[src/rtl/conv_mac_seq_if.sv]
// Handshake and operand bundle between conv_mac_seq and its neighbours (pair source,
// shared multiplier, result sink). The slave modport is the accumulator's view.
interface conv_mac_seq_if #(
    parameter int ACC_W = 24
);
    logic             start;
    logic             busy;
    logic             in_valid;
    logic             in_ready;
    logic [7:0]       in_pix;
    logic [7:0]       in_wgt;
    logic [7:0]       mult_a;
    logic [7:0]       mult_b;
    logic [15:0]      mult_m;
    logic             out_valid;
    logic             out_ready;
    logic [7:0]       out_pix;
    logic [ACC_W-1:0] out_acc;

    modport slave (
        input  start, in_valid, in_pix, in_wgt, mult_m, out_ready,
        output busy, in_ready, mult_a, mult_b, out_valid, out_pix, out_acc
    );

    modport master (
        output start, in_valid, in_pix, in_wgt, mult_m, out_ready,
        input  busy, in_ready, mult_a, mult_b, out_valid, out_pix, out_acc
    );
endinterface

[src/rtl/conv_mac_seq.sv]
// Window sequencer/accumulator for the single-multiplier convolution datapath.
// Optional macro CONV_MAC_ROUND_EN: round-half-up before the output shift.
module conv_mac_seq #(
    parameter int KSIZE = 9,
    parameter int ACC_W = 24,
    parameter int FRAC  = 7
) (
    input  logic          clk,
    input  logic          rst_n,
    conv_mac_seq_if.slave io
);
    typedef enum logic [1:0] {IDLE, ACCUM, DONE} state_t;

    localparam logic [7:0]              LAST_TAP = 8'(KSIZE - 1);
    localparam logic signed [ACC_W-1:0] SAT_MAX  = ACC_W'(127);
    localparam logic signed [ACC_W-1:0] SAT_MIN  = ACC_W'(-128);
    localparam logic signed [ACC_W-1:0] BIAS     = (FRAC > 0) ? ACC_W'(1 << (FRAC - 1)) : '0;

    state_t                  state_q;
    logic [ACC_W-1:0]        acc_q;
    logic [7:0]              tap_cnt_q;
    logic                    out_valid_q;
    logic [7:0]              out_pix_q;
    logic [ACC_W-1:0]        out_acc_q;

    logic signed [ACC_W-1:0] acc_d;
    logic signed [ACC_W-1:0] biased;
    logic signed [ACC_W-1:0] shifted;
    logic [7:0]              out_pix_d;

    function automatic logic [7:0] saturate(input logic signed [ACC_W-1:0] v);
        if (v > SAT_MAX)      return 8'h7F;
        else if (v < SAT_MIN) return 8'h80;
        else                  return v[7:0];
    endfunction

    // NOTE: every variable gets a value at the top of always_comb so no path can infer a latch.
    always_comb begin
        acc_d     = '0;
        biased    = '0;
        shifted   = '0;
        out_pix_d = '0;
        acc_d     = acc_q + {{(ACC_W-16){io.mult_m[15]}}, io.mult_m};
`ifdef CONV_MAC_ROUND_EN
        biased    = acc_d + BIAS;
`else
        biased    = acc_d;
`endif
        shifted   = biased >>> FRAC;
        out_pix_d = saturate(shifted);
    end

    // The multiplier is combinational, so operands pass straight through in every state.
    assign io.mult_a    = io.in_pix;
    assign io.mult_b    = io.in_wgt;
    assign io.in_ready  = (state_q == ACCUM);
    assign io.busy      = (state_q != IDLE);
    assign io.out_valid = out_valid_q;
    assign io.out_pix   = out_pix_q;
    assign io.out_acc   = out_acc_q;

    // NOTE: sequential state uses non-blocking assignments so all registers update together at the edge.
    always_ff @(posedge clk or negedge rst_n) begin
        if (!rst_n) begin
            state_q     <= IDLE;
            acc_q       <= '0;
            tap_cnt_q   <= '0;
            out_valid_q <= 1'b0;
            out_pix_q   <= '0;
            out_acc_q   <= '0;
        end else begin
            case (state_q)
                IDLE: begin
                    if (io.start) begin
                        state_q   <= ACCUM;
                        acc_q     <= '0;
                        tap_cnt_q <= '0;
                    end
                end
                ACCUM: begin
                    if (io.in_valid) begin
                        acc_q     <= acc_d;
                        tap_cnt_q <= tap_cnt_q + 8'd1;
                        if (tap_cnt_q == LAST_TAP) begin
                            state_q     <= DONE;
                            out_acc_q   <= acc_d;
                            out_pix_q   <= out_pix_d;
                            out_valid_q <= 1'b1;
                        end
                    end
                end
                DONE: begin
                    if (io.out_ready) begin
                        state_q     <= IDLE;
                        out_valid_q <= 1'b0;
                    end
                end
                default: state_q <= IDLE;
            endcase
        end
    end
endmodule

[src/flat_wrapper.sv]
// flat-port wrapper written by rule: the top's interface ports become plain ports
module conv_mac_seq_flat 
#(
    parameter int KSIZE = 9,
    parameter int ACC_W = 24,
    parameter int FRAC  = 7
)
  (clk, rst_n, io_start, io_in_valid, io_in_pix, io_in_wgt, io_mult_m, io_out_ready, io_busy, io_in_ready, io_mult_a, io_mult_b, io_out_valid, io_out_pix, io_out_acc);
  conv_mac_seq_if #(.ACC_W(ACC_W)) io_i ();
  input  logic clk;
  input  logic rst_n;
  input wire logic [$bits(io_i.start)-1:0] io_start;
  input wire logic [$bits(io_i.in_valid)-1:0] io_in_valid;
  input wire logic [$bits(io_i.in_pix)-1:0] io_in_pix;
  input wire logic [$bits(io_i.in_wgt)-1:0] io_in_wgt;
  input wire logic [$bits(io_i.mult_m)-1:0] io_mult_m;
  input wire logic [$bits(io_i.out_ready)-1:0] io_out_ready;
  output wire logic [$bits(io_i.busy)-1:0] io_busy;
  output wire logic [$bits(io_i.in_ready)-1:0] io_in_ready;
  output wire logic [$bits(io_i.mult_a)-1:0] io_mult_a;
  output wire logic [$bits(io_i.mult_b)-1:0] io_mult_b;
  output wire logic [$bits(io_i.out_valid)-1:0] io_out_valid;
  output wire logic [$bits(io_i.out_pix)-1:0] io_out_pix;
  output wire logic [$bits(io_i.out_acc)-1:0] io_out_acc;
  assign io_i.start = io_start;
  assign io_i.in_valid = io_in_valid;
  assign io_i.in_pix = io_in_pix;
  assign io_i.in_wgt = io_in_wgt;
  assign io_i.mult_m = io_mult_m;
  assign io_i.out_ready = io_out_ready;
  assign io_busy = io_i.busy;
  assign io_in_ready = io_i.in_ready;
  assign io_mult_a = io_i.mult_a;
  assign io_mult_b = io_i.mult_b;
  assign io_out_valid = io_i.out_valid;
  assign io_out_pix = io_i.out_pix;
  assign io_out_acc = io_i.out_acc;
  conv_mac_seq #(.KSIZE(KSIZE), .ACC_W(ACC_W), .FRAC(FRAC)) u_core (.clk(clk), .rst_n(rst_n), .io(io_i));
endmodule
[config.mk]
export PLATFORM = sky130hd
export DESIGN_NAME = conv_mac_seq_flat
export DESIGN_NICKNAME = d
export VERILOG_FILES = /design/src/rtl/conv_mac_seq_if.sv /design/src/rtl/conv_mac_seq.sv /design/src/flat_wrapper.sv
export SDC_FILE = /design/constraint.sdc
export NUM_CORES = 1
export LEC_CHECK = 0
export ABC_AREA = 1
export BUFFER_PORTS_ARGS = -buffer_cell sky130_fd_sc_hd__clkbuf_2
export CAP_MARGIN = 20
export CORE_ASPECT_RATIO = 1.2
export CORE_MARGIN = 2
export CORE_UTILIZATION = 45
export CTS_CLUSTER_SIZE = 40
export DETAILED_ROUTE_END_ITERATION = 6
export MAX_ROUTING_LAYER = met4
export PLACE_DENSITY = 0.67
export SETUP_SLACK_MARGIN = 0.05
export SYNTH_ARGS = -nofsm -noshare
export SYNTH_HDL_FRONTEND = slang
export SYNTH_SLANG_ARGS = --single-unit
export TNS_END_PERCENT = 50
[constraint.sdc]
create_clock -name clk -period 6.6 [get_ports clk]
set_input_delay 0.66 -clock clk [delete_from_list [all_inputs] [get_ports clk]]
set_output_delay 0.66 -clock clk [all_outputs]
set_load 0.05 [all_outputs]
### After elaboration in Yosys (flattened, before gate mapping)

Cells that the tools add are included.

* order comparisons: 2
* eq/ne operators: 7
* add/sub/neg operators: 2
* reduce and logical (&&, ||, !) cells: 8
* muxes and demuxes: 17

Operators with widths (number)
* 2-to-1 mux 24 bit: 2
* case mux 24 bit (2 select lines): 1
* 2-to-1 mux 8 bit: 4
* adder 24 bit: 1
* > comparator 17 x 8 -> 1 bit (second input constant): 1
* < comparator 17 x 8 -> 1 bit (second input constant): 1
* case mux 8 bit (2 select lines): 1
* adder 8 x 1 -> 8 bit (second input constant): 1
* equality test 8 x 4 -> 1 bit (second input constant): 1
* 2-to-1 mux 2 bit: 4
* AND reduction 4 bit: 2
* inequality test 2 bit (second input constant): 3
* case mux 2 bit (3 select lines): 1
* AND reduction 3 bit: 2
* nonzero test 2 bit: 3
* 2-to-1 mux 1 bit: 3
* equality test 2 x 1 -> 1 bit (second input constant): 1
* equality test 2 bit (second input constant): 1
* logical NOT 2 bit: 1
* inequality test 2 x 1 -> 1 bit (second input constant): 1
* case mux 1 bit (2 select lines): 1

* register bits after elaboration: 67

### Longest topological paths before layout

Gate-level depths: netlist (run 1).

* depth in word-level cells: 4
* mapped depth: 18
* depth with buffers taken out: 18

### Worst setup path after synthesis (run 1)

No wires, ideal clock.

* kind: input-to-reg
* from: input port io_mult_m[0]
* to: register u_core.out_pix_q[0], in the netlist u_core.io.out_pix[0]
* arrival: 2.377 ns
* path slack: 4.102 ns
* cell stages on the path: 17
* library setup time: 0.121 ns
* cell sequence: ha_1 -> inv_1 -> fa_1 -> inv_1 -> nand3_1 -> nand2_2 -> nand2_1 -> nand2_1 -> nand2_1 -> nand2_1 -> nand2_1 -> nand2_2 -> nand3_2 -> nor2_2 -> nand2_2 -> a21oi_1 -> nand2_1

* cells in the longest elaborated chain, start to end: 4

Ends and longest elaborated chain
* start: declaration: line flat_wrapper.sv:16 `input wire logic [$bits(io_i.mult_m)-1:0] io_mult_m;`
* adder 24 bit (*): line conv_mac_seq.sv:43 `acc_d = acc_q + {{(ACC_W-16){io.mult_m[15]}}, io.mult_m};`
* < comparator 17 x 8 -> 1 bit: line conv_mac_seq.sv:33 `else if (v < SAT_MIN) return 8'h80;`
* 2-to-1 mux 8 bit: line conv_mac_seq.sv:33
* 2-to-1 mux 8 bit (*): line conv_mac_seq.sv:32 `if (v > SAT_MAX) return 8'h7F;`
* end signal: assignment: line conv_mac_seq.sv:87 `out_pix_q <= out_pix_d;`
* end: declaration: line conv_mac_seq.sv:23 `logic [7:0] out_pix_q;`

Every way passes the cells marked *; elsewhere a longest branch is shown, timed or not.
A chain may end at the register's enable or synchronous reset.

### Worst setup path after layout (run 1)

Ends and elaborated chain as after synthesis.

==> results of run 1 <==
path summary, 6_finish.rpt:
kind,start,to,slack [ns]
worst min-delay path,u_core.io.out_acc[6]$_DFFE_PN0P_,u_core.io.out_acc[6]$_DFFE_PN0P_,0.48
worst max-delay path,io_mult_m[0],u_core.io.out_pix[0]$_DFFE_PN0P_,3.96
worst min register to register,u_core.io.out_acc[6]$_DFFE_PN0P_,u_core.io.out_acc[6]$_DFFE_PN0P_,0.48
worst max register to register,u_core.acc_q[0]$_DFFE_PN0P_,u_core.io.out_pix[0]$_DFFE_PN0P_,4.01
min in group asynchronous,rst_n,u_core.tap_cnt_q[3]$_DFFE_PN0P_,0.51
max in group asynchronous,rst_n,u_core.io.out_acc[20]$_DFFE_PN0P_,5.51
state kept, by name, indices dropped and copies added (netlist names):
name and flops:
u_core.io.out_pix 8, u_core.io.out_acc 24, u_core.tap_cnt_q 8, u_core.acc_q 24, u_core.state_q 2, u_core.io.out_valid 1
per-stage QoR:
stage / area (um2) / hold slack [ns] / power [mW]
after floorplan: 4760 / 0.364 / 2.11
final: 5360 / 0.482 / 3.03
after global placement: 5050 / 0.466 / 2.51
after global routing: 5360 / 0.510 / 3.30
after CTS: 5360 / 0.486 / 3.04
after detailed placement: 5050 / 0.471 / 2.54
routing by layer:
metal,vias up,global-route usage [%],part of all wire [%]
met5,-,-,0
met4,0,9.44,2.5
met3,17,4.43,4.4
met2,92,40.5,50
met1,1995,27.8,43
li1,2212,-,-
cells in the final DEF (no fill, tap or decap), types with 2 or more instances in the layout:
master      instances
a21oi_1            29
and2_1              3
buf_4               2
clkbuf_16           9
clkbuf_2           54
clkinvlp_4          4
dfrtp_1            67
ha_1               25
inv_1              99
inv_2               6
nand2_1           245
nand2_2            19
nand3_1            24
nand3_2             8
nand4_1             8
nor2_1             37
nor2_2             12
nor2_4              4
nor3_1              3
nor3_2              2
o21ai_0            45
o21bai_1            2
o31ai_1             3
xor2_1              8
worst reg2reg max path: stages, from the launching register on:
cell     delay [ns]
dfrtp_1        0.34
ha_1           0.22
inv_1          0.08
fa_1           0.39
inv_1          0.12
nand3_1        0.09
nand2_2        0.14
nand2_1        0.06
nand2_1        0.13
nand2_1        0.11
nand2_1        0.09
nand2_1        0.07
nand2_2        0.08
nand3_2        0.08
nor2_2         0.12
nand2_2        0.12
a21oi_1        0.16
nand2_1        0.08
power groups by stage:
stage / clock [mW] / sequential (mW) / combinational (mW)
final: 0.483 / 0.712 / 1.83
after CTS: 0.496 / 0.712 / 1.83
after global placement: 0 / 0.714 / 1.80
after floorplan: 0 / 1.02 / 1.09
after detailed placement: 0 / 0.717 / 1.82
after global routing: 0.514 / 0.733 / 2.05
final cells by class:
class	count	area (um2)	share of cell area, %
timing repair buffer	57	290	5.42
clock buffer	9	225	4.20
clock inverter	7	77.6	1.45
inverter	106	400	7.47
tap	129	161	3.01
sequential	67	1680	31.3
multi-input combinational	489	2520	47.1
kinds of logic after synthesis:
group | after synthesis | share of synthesized area (%)
xor+xnor | 10 | 2.00
fa+ha+maj | 26 | 7.00
buf+inv | 131 | 11.7
compound gates | 81 | 8.95
simple gates | 372 | 35.1
flops | 67 | 35.3
==> qor.txt, run 1 <==
OUTCOME
----------------------------------------------------------------------------------------
Status                                                                      finished, final reports clean

GRT
----------------------------------------------------------------------------------------
Grt total ovfl                                                                         0
Maximum number of pins on one net before global-route repair                          68
Vias in the first global route                                                     4,354
Global-route wire length before repair                                         20,800 um
Antenna violations before repair                                                       0
Aggregate global-route resource usage                                              23.7%

YOSYS
----------------------------------------------------------------------------------------
Area fraction of the dominant cell type after synthesis                            35.3%
Top post-synthesis cells by area                                            dfrtp_1, nand2_1, inv_1
Count of distinct cell types in the synthesized netlist                               35
Most frequent cell after synthesis                                               nand2_1
Number of synthesis warnings                                                           0
Total nets after synthesis                                                           750
Proportion of synthesized chip area in sequential cells                            35.3%
Top FF cell, synth                                                               dfrtp_1
Number of enable flip-flop cells after synthesis                                       0
Asr flop ratio synth                                                                100%
Most frequent cells after synthesis                                         nand2_1, inv_1, dfrtp_1
Most area-hungry cell type in the Yosys netlist                                  dfrtp_1
Synthesized area per cell                                                       6.92 um2
Register bit count reported by yosys                                                  67
Synthesized instance count                                                           687
Syn Std Cell Area                                                            0.00476 mm2

SETUP PATH
----------------------------------------------------------------------------------------
Slowest library cell on the worst path                                              fa_1
Levels on crit path                                                                   18
Category of cells accounting for the largest share of critical-path delay   simple AND/OR/NAND/NOR gates
Critical path data required time                                                 6.82 ns
Chain of cells forming the critical path                                    clkbuf_2, ha_1, inv_1, fa_1, inv_1, nand3_1, nand2_2, nand2_1, nand2_1, nand2_1, nand2_1, nand2_1, nand2_2, nand3_2, nor2_2, nand2_2, a21oi_1, nand2_1
Combined buffer and inverter count along the critical path                             3
Arrival time of the worst setup path                                             2.86 ns
Worst reg-to-reg path cell count                                                      17
Highest cell delay on the worst timing path                                      0.39 ns
Setup crit start kind                                                       primary input
Largest driver fanout on the critical path                                             7
Type of the worst setup path                                                primary input to register
Type of element capturing the critical path                                     register
Most used cell, CP                                                               nand2_1

ROUTE
----------------------------------------------------------------------------------------
Mean routed wirelength per cell                                                  14.1 um
Detailed Route WL                                                              12,200 um
Initial DRC Count                                                                    232
Via count of the routed design                                                     4,316
DRC viols                                                                              0
Post-DRT Antenna Nets                                                                  0
Detailed Routing Iterations Pass 1                                                     5
Per-cell via count in the routed design                                             5.00

FLOORPLAN
----------------------------------------------------------------------------------------
Initial standard-cell utilization of the core                                      45.7%
Floorplan die area                                                            0.0114 mm2
Chip width                                                                       97.8 um
Core box area                                                                 0.0104 mm2
I/O pin total                                                                         88
Die height                                                                        117 um
Rows                                                                                  41

CELLS AND AREA
----------------------------------------------------------------------------------------
Nets                                                                                 793
Count of inserted antenna diode cells                                                  0
Share of final-layout standard cells stronger than drive strength 1                17.6%
Number of standard cells in the layout, taps in and fillers out                      864
Area added between synthesis and finish                                            12.6%
Utilization after layout                                                           51.4%
Final-layout fill cell count                                                       1,030

TIMING
----------------------------------------------------------------------------------------
TNS Setup                                                                           0 ns
Actual slew at the worst max-slew pin                                           0.871 ns
Crit path time final                                                             2.64 ns
Worst relative slew slack                                                          42.0%
Maximum clock rate                                                               379 MHz
Share of the clock period used by the worst path                                   40.0%
Worst setup slack after layout                                                   3.96 ns
Setup repair after global routing missed its margin                                   no
Max Transition Viols Final                                                             0
Largest clock skew in the final design                                        0.00561 ns
Hold Vio Cnt, Final                                                                    0
Count of final setup violators                                                         0

CLOCK NETWORK
----------------------------------------------------------------------------------------
Post-cts gate resize count                                                             0
Root buffer selected by CTS                                                    clkbuf_16
Clock Sink Count                                                                      67
Hold-fix buffers at CTS                                                                0
Clock latency on the worst-skew pair                                             0.34 ns
Number of buffers on the longest clock path                                            2
Count of buffers added by post-CTS timing repair for setup                             0
TritonCTS Buffers                                                                      9
H-tree depth                                                                           3
Clock Pin Slew Worst Setup and Hold Paths                                        0.06 ns
CTS tree                                                                             yes

POWER
----------------------------------------------------------------------------------------
Internal portion of total power                                                  1.40 mW
Power per cell area                                                           565 mW/mm2
Peak supply drop                                                                0.349 mV
Leakage power of the design                                                      3.03 nW
Proportion of power drawn by combinational gates                                   60.5%
Net switching component of the power                                             1.63 mW
Relative contribution of the clock network to total power                          16.0%
Sequential Power Share                                                             23.5%
Switching share of total power                                                     53.7%

PLACED DESIGN
----------------------------------------------------------------------------------------
Routability cong.                                                                  0.908
Placed Cells                                                                         848
Port bufs                                                                             55
Post-DP HPWL                                                                     9490 um
Post-place setup slack                                                           3.58 ns

FLOW RUN
----------------------------------------------------------------------------------------
Number of max-capacitance violations reported                                          0

MIN PATH
----------------------------------------------------------------------------------------
Path category of the worst min-delay check                                  register to register
Worst hold path depth                                                                  2

(Power assumes the default switching activity.)
==> run 2, diff against run 1 <==
--- a/config.mk
+++ b/config.mk
@@ -5,7 +5,7 @@
 export SDC_FILE = /design/constraint.sdc
 export NUM_CORES = 1
 export LEC_CHECK = 0
-export ABC_AREA = 1
+export ABC_AREA = 0
 export BUFFER_PORTS_ARGS = -buffer_cell sky130_fd_sc_hd__clkbuf_2
 export CAP_MARGIN = 20
 export CORE_ASPECT_RATIO = 1.2
@@ -14,7 +14,7 @@
 export CTS_CLUSTER_SIZE = 40
 export DETAILED_ROUTE_END_ITERATION = 6
 export MAX_ROUTING_LAYER = met4
-export PLACE_DENSITY = 0.67
+export PLACE_DENSITY = 0.68
 export SETUP_SLACK_MARGIN = 0.05
 export SYNTH_ARGS = -nofsm -noshare
 export SYNTH_HDL_FRONTEND = slang
==> constraint.sdc (replaced) <==
create_clock -name clk -period 2.7 [get_ports clk]
set_input_delay 0.27 -clock clk [delete_from_list [all_inputs] [get_ports clk]]
set_output_delay 0.27 -clock clk [all_outputs]
set_load 0.05 [all_outputs]
==> run 2 against run 1 <==
Effect of this change: the run now ends with negative setup slack left; sequential power increased by 140%; die area decreased by 11%; via count decreased by 7.8%; critical path depth decreased by 5; final area increased by 4.2%; critical endpoint is now u_core.io.out_pix[4]$_DFFE_PN0P_.
==> qor.txt, run 2 <==
OUTCOME
------------------------------------------------------------------------------------------
Status                                                                        finished, violations left
Violations in the final reports                                               negative setup slack

CELLS AND AREA
------------------------------------------------------------------------------------------
Leading cell types in the layout, fill and taps excluded                      nand2_1, buf_4, dfrtp_1, clkbuf_2, o21ai_0
Nets                                                                                   673   -15%
Final-layout fill cell count                                                           789   -23%
Utilization after layout                                                             61.8%   +10 points
Share of final-layout standard cells stronger than drive strength 1                  35.6%   +18 points
Number of standard cells in the layout, taps in and fillers out                        735   -15%
Most common library cell in the layout ignoring fill and taps                      nand2_1
Count of inserted antenna diode cells                                                    0   unchanged
Area added between synthesis and finish                                              33.0%

YOSYS
------------------------------------------------------------------------------------------
Register bit count reported by yosys                                                    67   unchanged
Top post-synthesis cells by area                                              dfrtp_1, nand2_1, ha_1
Area fraction of the dominant cell type after synthesis                              40.0%   +4.7 points
Share of synthesized cell area in full adder, half adder and majority cells          7.93%   +0.93 points
Number of synthesis warnings                                                             0   unchanged
Synthesized area per cell                                                         8.74 um2   +26%
Main combinational cell family by area after synthesis                        simple AND/OR/NAND/NOR gates
Synthesized instance count                                                             480   -30%
Proportion of synthesized chip area in sequential cells                              40.0%   +4.7 points
Number of enable flip-flop cells after synthesis                                         0   unchanged
Post-Synth XOR/XNOR Area                                                             5.22%   +3.2 points
Asr flop ratio synth                                                                  100%   unchanged
Syn Std Cell Area                                                              0.00420 mm2   -12%
Post-synthesis compound-gate area fraction                                           20.2%   +11 points
Most frequent cells after synthesis                                           nand2_1, dfrtp_1, o21ai_0
Portion of netlist area occupied by mux cells                                       0.268%   +0.27 points
Share of synthesized cell area in and, or, nand and nor gates                        20.2%   -15 points
Most frequent cell after synthesis                                                 nand2_1
Most area-hungry cell type in the Yosys netlist                                    dfrtp_1
Total nets after synthesis                                                             543   -28%
Top FF cell, synth                                                                 dfrtp_1
Count of distinct cell types in the synthesized netlist                                 65   +86%

PLACED DESIGN
------------------------------------------------------------------------------------------
Port bufs                                                                               55   unchanged
Routability cong.                                                                    0.929   +2.3%
Post-DP HPWL                                                                       9000 um   -5.1%
Placed Cells                                                                           711   -16%

TIMING
------------------------------------------------------------------------------------------
Count of final setup violators                                                           8   +8
TNS Setup                                                                         -2.28 ns   -2.28 ns
Actual slew at the worst max-slew pin                                             0.870 ns   -0.000673 ns
Hold Vio Cnt, Final                                                                      0   unchanged
Setup repair after global routing missed its margin                                    yes
Worst setup slack after layout                                                   -0.330 ns   -4.29 ns
Worst relative slew slack                                                            42.0%   +0.045 points
Largest clock skew in the final design                                          0.00745 ns   +0.00184 ns
Maximum clock rate                                                                 330 MHz
Max Transition Viols Final                                                               0   unchanged
Crit path time final                                                               3.03 ns
Share of the clock period used by the worst path                                      112%

SETUP PATH
------------------------------------------------------------------------------------------
Type of the worst setup path                                                  register to register
Worst reg-to-reg path cell count                                                        13   -4
Critical path data required time                                                   2.93 ns   -3.89 ns
Source of the critical timing path                                            u_core.acc_q[0]$_DFFE_PN0P_
Levels on crit path                                                                     13   -5
Highest cell delay on the worst timing path                                        0.41 ns   +0.02 ns
Category of cells accounting for the largest share of critical-path delay     compound AO/OA/AOI/OAI gates
Worst setup slack for register-to-register paths                                  -0.33 ns   -4.34 ns
Type of element capturing the critical path                                       register
Combined buffer and inverter count along the critical path                               2   -1
Setup crit start kind                                                             register
Endpoint of the worst register-to-register path                               u_core.io.out_pix[4]$_DFFE_PN0P_
Capturing instance or port of the critical path                               u_core.io.out_pix[4]$_DFFE_PN0P_
Critical register-to-register path startpoint                                 u_core.acc_q[0]$_DFFE_PN0P_
Arrival time of the worst setup path                                               3.26 ns   +0.40 ns
Slowest library cell on the worst path                                              o41a_1
Chain of cells forming the critical path                                      ha_2, inv_2, fa_2, nand2b_4, a21oi_4, o211a_1, o41a_1, o21ba_1, or2_1, or3_4, o41ai_4, buf_6, o22ai_1
Largest driver fanout on the critical path                                               7   unchanged

POWER
------------------------------------------------------------------------------------------
Proportion of power drawn by combinational gates                                     67.2%   +6.7 points
Leakage power of the design                                                        2.79 nW   -8.1%
Sequential Power Share                                                               21.5%   -2.0 points
PnR Total Power                                                                    8.09 mW   +170%
Power per cell area                                                            1450 mW/mm2   +160%
Net switching component of the power                                               3.89 mW   +140%
Switching share of total power                                                       48.1%   -5.7 points
Internal portion of total power                                                    4.20 mW   +200%
Relative contribution of the clock network to total power                            11.2%   -4.8 points
Peak supply drop                                                                  0.802 mV   +130%

FLOORPLAN
------------------------------------------------------------------------------------------
I/O pin total                                                                           88   unchanged
Rows                                                                                    38   -7.3%
Initial standard-cell utilization of the core                                        46.5%   +0.79 points
Chip width                                                                         92.2 um   -5.8%
Core box area                                                                  0.00903 mm2   -13%
Die height                                                                          110 um   -5.9%
Floorplan die area                                                              0.0101 mm2   -11%

ROUTE
------------------------------------------------------------------------------------------
Per-cell via count in the routed design                                               5.41   +8.3%
Detailed Routing Iterations Pass 1                                                       4   -1
Detailed Route WL                                                                12,100 um   -1.2%
Via count of the routed design                                                       3,978   -7.8%
DRC viols                                                                                0   unchanged
Initial DRC Count                                                                      199   -14%
Post-DRT Antenna Nets                                                                    0   unchanged
Mean routed wirelength per cell                                                    16.4 um   +16%

CLOCK NETWORK
------------------------------------------------------------------------------------------
TritonCTS Buffers                                                                        9   unchanged
Number of buffers on the longest clock path                                              2   unchanged
Clock Pin Slew Worst Setup and Hold Paths                                          0.08 ns   +0.02 ns
Root buffer selected by CTS                                                       clkbuf_8
H-tree depth                                                                             3   unchanged
Clock latency on the worst-skew pair                                               0.36 ns   +0.02 ns
Clock Sink Count                                                                        67   unchanged
CTS tree                                                                               yes
Hold-fix buffers at CTS                                                                  0   unchanged

GRT
------------------------------------------------------------------------------------------
Aggregate global-route resource usage                                                25.8%   +2.1 points
Antenna violations before repair                                                         0   unchanged
Maximum number of pins on one net before global-route repair                            68   unchanged
Vias in the first global route                                                       4,100   -5.8%
Grt total ovfl                                                                           0   unchanged
Global-route wire length before repair                                           19,700 um   -5.2%

MIN PATH
------------------------------------------------------------------------------------------
Path category of the worst min-delay check                                    primary input to asynchronous set/reset pin

FLOW RUN
------------------------------------------------------------------------------------------
Number of max-capacitance violations reported                                            0   unchanged

==> run 2: cell types whose count changed in the layout (fill, tap and decap cells not counted), moves of 9 or more <==
cell | previous run | this run
nand2_1 | 245 | 105
buf_4 | 2 | 94
inv_1 | 99 | 12
nand2_2 | 19 | 1
nand3_1 | 24 | 8
clkbuf_8 | 0 | 11
nor2_2 | 12 | 2
o21ai_0 | 45 | 35
a22o_1 | 1 | 10
clkbuf_16 | 9 | 0
xnor2_1 | 1 | 10
==> run 2: timing repair <==
item / in CTS / in global routing
buffers inserted: 6 / 2
resized for setup: 25 / 14
pin swaps: 8 / 9
endpoints found under the setup margin: 11 / 18
gates cloned: 0 / 0
==> run 2: metrics by stage <==
stage	hold WS [ns]	instance area (um2)	setup WS, ns
after floorplan	-0.0256	4210	-0.218
after global placement	0.461	5090	-0.419
after detailed placement	0.466	5090	-0.501
after CTS	0.0887	5500	-0.318
after global routing	0.0980	5580	-0.485
final	0.0937	5580	-0.330
==> run 2: worst register-to-register path, stage by stage, from the launching register on <==
cell and delay [ns]:
dfrtp_1 0.39, ha_2 0.19, inv_2 0.05, fa_2 0.18, nand2b_4 0.13, a21oi_4 0.06, o211a_1 0.23, o41a_1 0.41
o21ba_1 0.20, or2_1 0.24, or3_4 0.35, o41ai_4 0.22, buf_6 0.17, o22ai_1 0.08
==> run 2: kinds of logic (layout without fill, tap and decap cells) <==
family / count (synthesis) / after routing
compound gates: 124 / 124
xor+xnor: 25 / 25
fa+ha+maj: 26 / 26
buf+inv: 46 / 181
flops: 67 / 67
mux: 1 / 1
simple gates: 191 / 191
==> run 2: worst min path at each step <==
stage	endpoint	slack, ns	cells past startpoint
6_report	u_core.acc_q[12]$_DFFE_PN0P_	0.09	2
3_5_place_dp	u_core.io.out_acc[14]$_DFFE_PN0P_	0.47	2
5_1_grt	u_core.state_q[1]$_DFFE_PN0P_	0.1	2
2_1_floorplan	u_core.acc_q[0]$_DFFE_PN0P_	-0.03	0
3_3_place_gp	u_core.io.out_acc[10]$_DFFE_PN0P_	0.46	2
4_1_cts	u_core.state_q[1]$_DFFE_PN0P_	0.09	2
==> run 2: final cells by class <==
type | instances | area [um2] | share of cell area, %
Multi-Input combinational cell | 367 | 2480 | 44.4
Sequential cell | 67 | 1680 | 30.0
Timing Repair Buffer | 152 | 1010 | 18.2
Clock buffer | 11 | 151 | 2.71
Tap cell | 120 | 150 | 2.69
Clock inverter | 5 | 60.1 | 1.08
Inverter | 13 | 48.8 | 0.874
==> run 2: power groups by stage <==
stage	registers [mW]	logic, mW	clock network [mW]
after floorplan	2.47	2.36	0
after global placement	1.72	4.90	0
after detailed placement	1.74	5.00	0
after CTS	1.74	5.28	0.924
after global routing	1.79	5.89	0.961
final	1.74	5.44	0.908
==> run 2: routing by layer <==
layer,vias up,GRT usage [%],part of all wire [%]
li1,1918,-,-
met1,1926,28.2,41
met2,102,45.2,51
met3,32,4.73,3.4
met5,-,-,0
met4,0,13.3,4.8
==> run 3, diff against run 2 <==
--- a/config.mk
+++ b/config.mk
@@ -13,6 +13,7 @@
 export CORE_UTILIZATION = 45
 export CTS_CLUSTER_SIZE = 40
 export DETAILED_ROUTE_END_ITERATION = 6
+export GPL_TIMING_DRIVEN = 0
 export MAX_ROUTING_LAYER = met4
 export PLACE_DENSITY = 0.68
 export SETUP_SLACK_MARGIN = 0.05
==> run 3 against run 2 <==
Effect of this change: the flow still finishes with violations (negative setup slack); highest routed layer unchanged; largest power group unchanged; global-route usage fell by 2.0 points; clock skew is 0.0034 ns higher; register-to-register slack worse by 0.18 ns; final area down 7.5%.
==> qor.txt, run 3 (synthesis gave the netlist of run 2 again) <==
MIN PATH
----------------------------------------------------------------------------------
Path category of the worst min-delay check                            primary input to asynchronous set/reset pin

SETUP PATH
----------------------------------------------------------------------------------
Critical path data required time                                           2.90 ns   -0.03 ns
Slowest library cell on the worst path                                      o41a_1
Type of element capturing the critical path                               register
Highest cell delay on the worst timing path                                0.45 ns   +0.04 ns
Critical register-to-register path startpoint                         u_core.acc_q[0]$_DFFE_PN0P_
Setup crit start kind                                                     register
Type of the worst setup path                                          register to register
Chain of cells forming the critical path                              ha_4, inv_2, fa_2, nand2b_4, a21oi_4, o211a_1, o41a_1, o21ba_4, or2_4, or3_4, o41ai_4, buf_6, o22ai_1
Source of the critical timing path                                    u_core.acc_q[0]$_DFFE_PN0P_
Arrival time of the worst setup path                                       3.41 ns   +0.15 ns
Worst reg-to-reg path cell count                                                13   unchanged
Largest driver fanout on the critical path                                       7   unchanged

GRT
----------------------------------------------------------------------------------
Antenna violations before repair                                                 0   unchanged
Aggregate global-route resource usage                                        23.8%   -2.0 points
Vias in the first global route                                               3,762   -8.2%
Global-route wire length before repair                                   18,300 um   -7.1%
Grt total ovfl                                                                   0   unchanged
Maximum number of pins on one net before global-route repair                    68   unchanged

TIMING
----------------------------------------------------------------------------------
Maximum clock rate                                                         312 MHz   -5.6%
Max Transition Viols Final                                                       0   unchanged
Largest clock skew in the final design                                   0.0109 ns   +0.00343 ns
Hold Vio Cnt, Final                                                              0   unchanged
Setup repair after global routing missed its margin                            yes
Worst relative slew slack                                                    39.6%   -2.4 points
Actual slew at the worst max-slew pin                                     0.906 ns   +0.0363 ns
Count of final setup violators                                                   8   unchanged
Share of the clock period used by the worst path                              119%   +6.7 points
Worst setup slack after layout                                           -0.510 ns   -0.180 ns
Crit path time final                                                       3.21 ns   +0.180 ns

PLACED DESIGN
----------------------------------------------------------------------------------
Routability cong.                                                            0.947   +1.9%
Port bufs                                                                       71   +29%
Post-DP HPWL                                                               8700 um   -3.3%

POWER
----------------------------------------------------------------------------------
Power per cell area                                                    1380 mW/mm2   -5.1%
PnR Total Power                                                            7.10 mW   -12%
Leakage power of the design                                                2.54 nW   -8.9%
Peak supply drop                                                          0.780 mV   -2.8%

CELLS AND AREA
----------------------------------------------------------------------------------
Area added between synthesis and finish                                      23.1%
Utilization after layout                                                     57.2%   -4.6 points
Share of final-layout standard cells stronger than drive strength 1          28.7%   -6.9 points
Final-layout fill cell count                                                   854   +8.2%
Nets                                                                           636   -5.5%
Count of inserted antenna diode cells                                            0   unchanged
Leading cell types in the layout, fill and taps excluded              nand2_1, clkbuf_2, dfrtp_1, o21ai_0, nor2_1
Footprint of the flip-flops and latches                                0.00168 mm2   unchanged
Area of combinational cells with multiple inputs                       0.00244 mm2   -1.8%
Most common library cell in the layout ignoring fill and taps              nand2_1

CLOCK NETWORK
----------------------------------------------------------------------------------
Clock latency on the worst-skew pair                                       0.34 ns   -0.02 ns
H-tree depth                                                                     3   unchanged
Clock Pin Slew Worst Setup and Hold Paths                                  0.07 ns   about the same
Clock Sink Count                                                                67   unchanged
CTS tree                                                                       yes
TritonCTS Buffers                                                                9   unchanged
Root buffer selected by CTS                                               clkbuf_8
Hold-fix buffers at CTS                                                          0   unchanged
Number of buffers on the longest clock path                                      2   unchanged

FLOORPLAN
----------------------------------------------------------------------------------
Core box area                                                          0.00903 mm2   unchanged
I/O pin total                                                                   88   unchanged
Initial standard-cell utilization of the core                                46.5%   unchanged
Rows                                                                            38   unchanged
Die height                                                                  110 um   unchanged
Chip width                                                                 92.2 um   unchanged
Floorplan die area                                                      0.0101 mm2   unchanged

ROUTE
----------------------------------------------------------------------------------
Detailed Routing Iterations Pass 1                                               4   unchanged
Detailed Route WL                                                        11,400 um   -5.6%
Initial DRC Count                                                              157   -21%
Mean routed wirelength per cell                                            16.3 um   -0.55%
Post-DRT Antenna Nets                                                            0   unchanged
Via count of the routed design                                               3,778   -5.0%
DRC viols                                                                        0   unchanged
Per-cell via count in the routed design                                       5.41   about the same

FLOW RUN
----------------------------------------------------------------------------------
Number of max-capacitance violations reported                                    0   unchanged

OUTCOME
----------------------------------------------------------------------------------
Violations in the final reports                                       negative setup slack
Status                                                                finished, violations left

run 3: changes by cell type in the layout (fill, tap and decap cells not counted), moves of 3 or more:
cell      previous run  this run
clkbuf_1             0        12
ha_4                 4         1
ha_1                18        23
buf_4               94        29
clkbuf_2            54        70
run 3: metal layers:
layer / global-route usage, % / routed length (um) / up-vias
met4: 6.61 / 183 / 0
met1: 28.3 / 4800 / 1839
met2: 42.2 / 6040 / 78
met5: - / 0 / -
li1: - / - / 1846
met3: 3.63 / 379 / 15
run 3: critical path: cells and delay by family, from the launching register on:
kind | cells | cell delay, ns
and+or+nand+nor | 3 | 0.75
adders and majority gates | 2 | 0.38
buffers and inverters | 2 | 0.22
AOI/OAI and AO/OA | 6 | 1.26
DFF | 1 | 0.42
run 3: cell type report:
cell class                 count  area share (%)
buffer                        32            4.00
clock buffer                  11            2.74
clock inverter                 5            1.02
inverter                      13           0.945
multi-input combinational    367            47.2
sequential                    67            32.5
tap                          120            2.91
timing repair buffer          83            8.75
run 3: path summary, 6_finish.rpt:
| path | to | slack [ns] |
|---|---|---|
| setup / recovery | u_core.io.out_pix[0]$_DFFE_PN0P_ | -0.51 |
| hold / removal | u_core.acc_q[22]$_DFFE_PN0P_ | 0.08 |
| setup reg to reg | u_core.io.out_pix[0]$_DFFE_PN0P_ | -0.51 |
| hold reg to reg | u_core.io.out_acc[22]$_DFFE_PN0P_ | 0.48 |
| max in group asynchronous | u_core.io.out_valid$_DFFE_PN0P_ | 2.04 |
| min in group clk | u_core.state_q[1]$_DFFE_PN0P_ | 0.12 |
run 3: per-stage QoR:
step	area, um2	instances	worst slack [ns]	TNS [ns]	hold WS (ns)
after global placement	4710	671	-1.08	-8.35	0.461
after global routing	5160	698	-0.624	-4.41	0.107
final	5160	698	-0.510	-3.44	0.0811
after detailed placement	4720	671	-1.14	-9.08	0.466
after CTS	5030	694	-0.548	-3.61	0.109
after floorplan	4210	480	-0.218	-1.51	-0.0256
run 3: repair_timing:
| item | in CTS | in global routing |
|---|---|---|
| gates resized for setup | 14 | 20 |
| setup buffers | 7 | 5 |
| endpoints found under the setup margin | 14 | 20 |
| pin swaps | 5 | 12 |
| gates cloned | 0 | 0 |
run 3: power by group:
part | switching (mW) | total (mW) | internal (mW) | leakage [nW]
clock network | 0.372 | 0.819 | 0.447 | 0.0991
logic | 3.02 | 4.55 | 1.53 | 1.59
registers | 0.294 | 1.74 | 1.44 | 0.847
total | 3.68 | 7.10 | 3.42 | 2.54
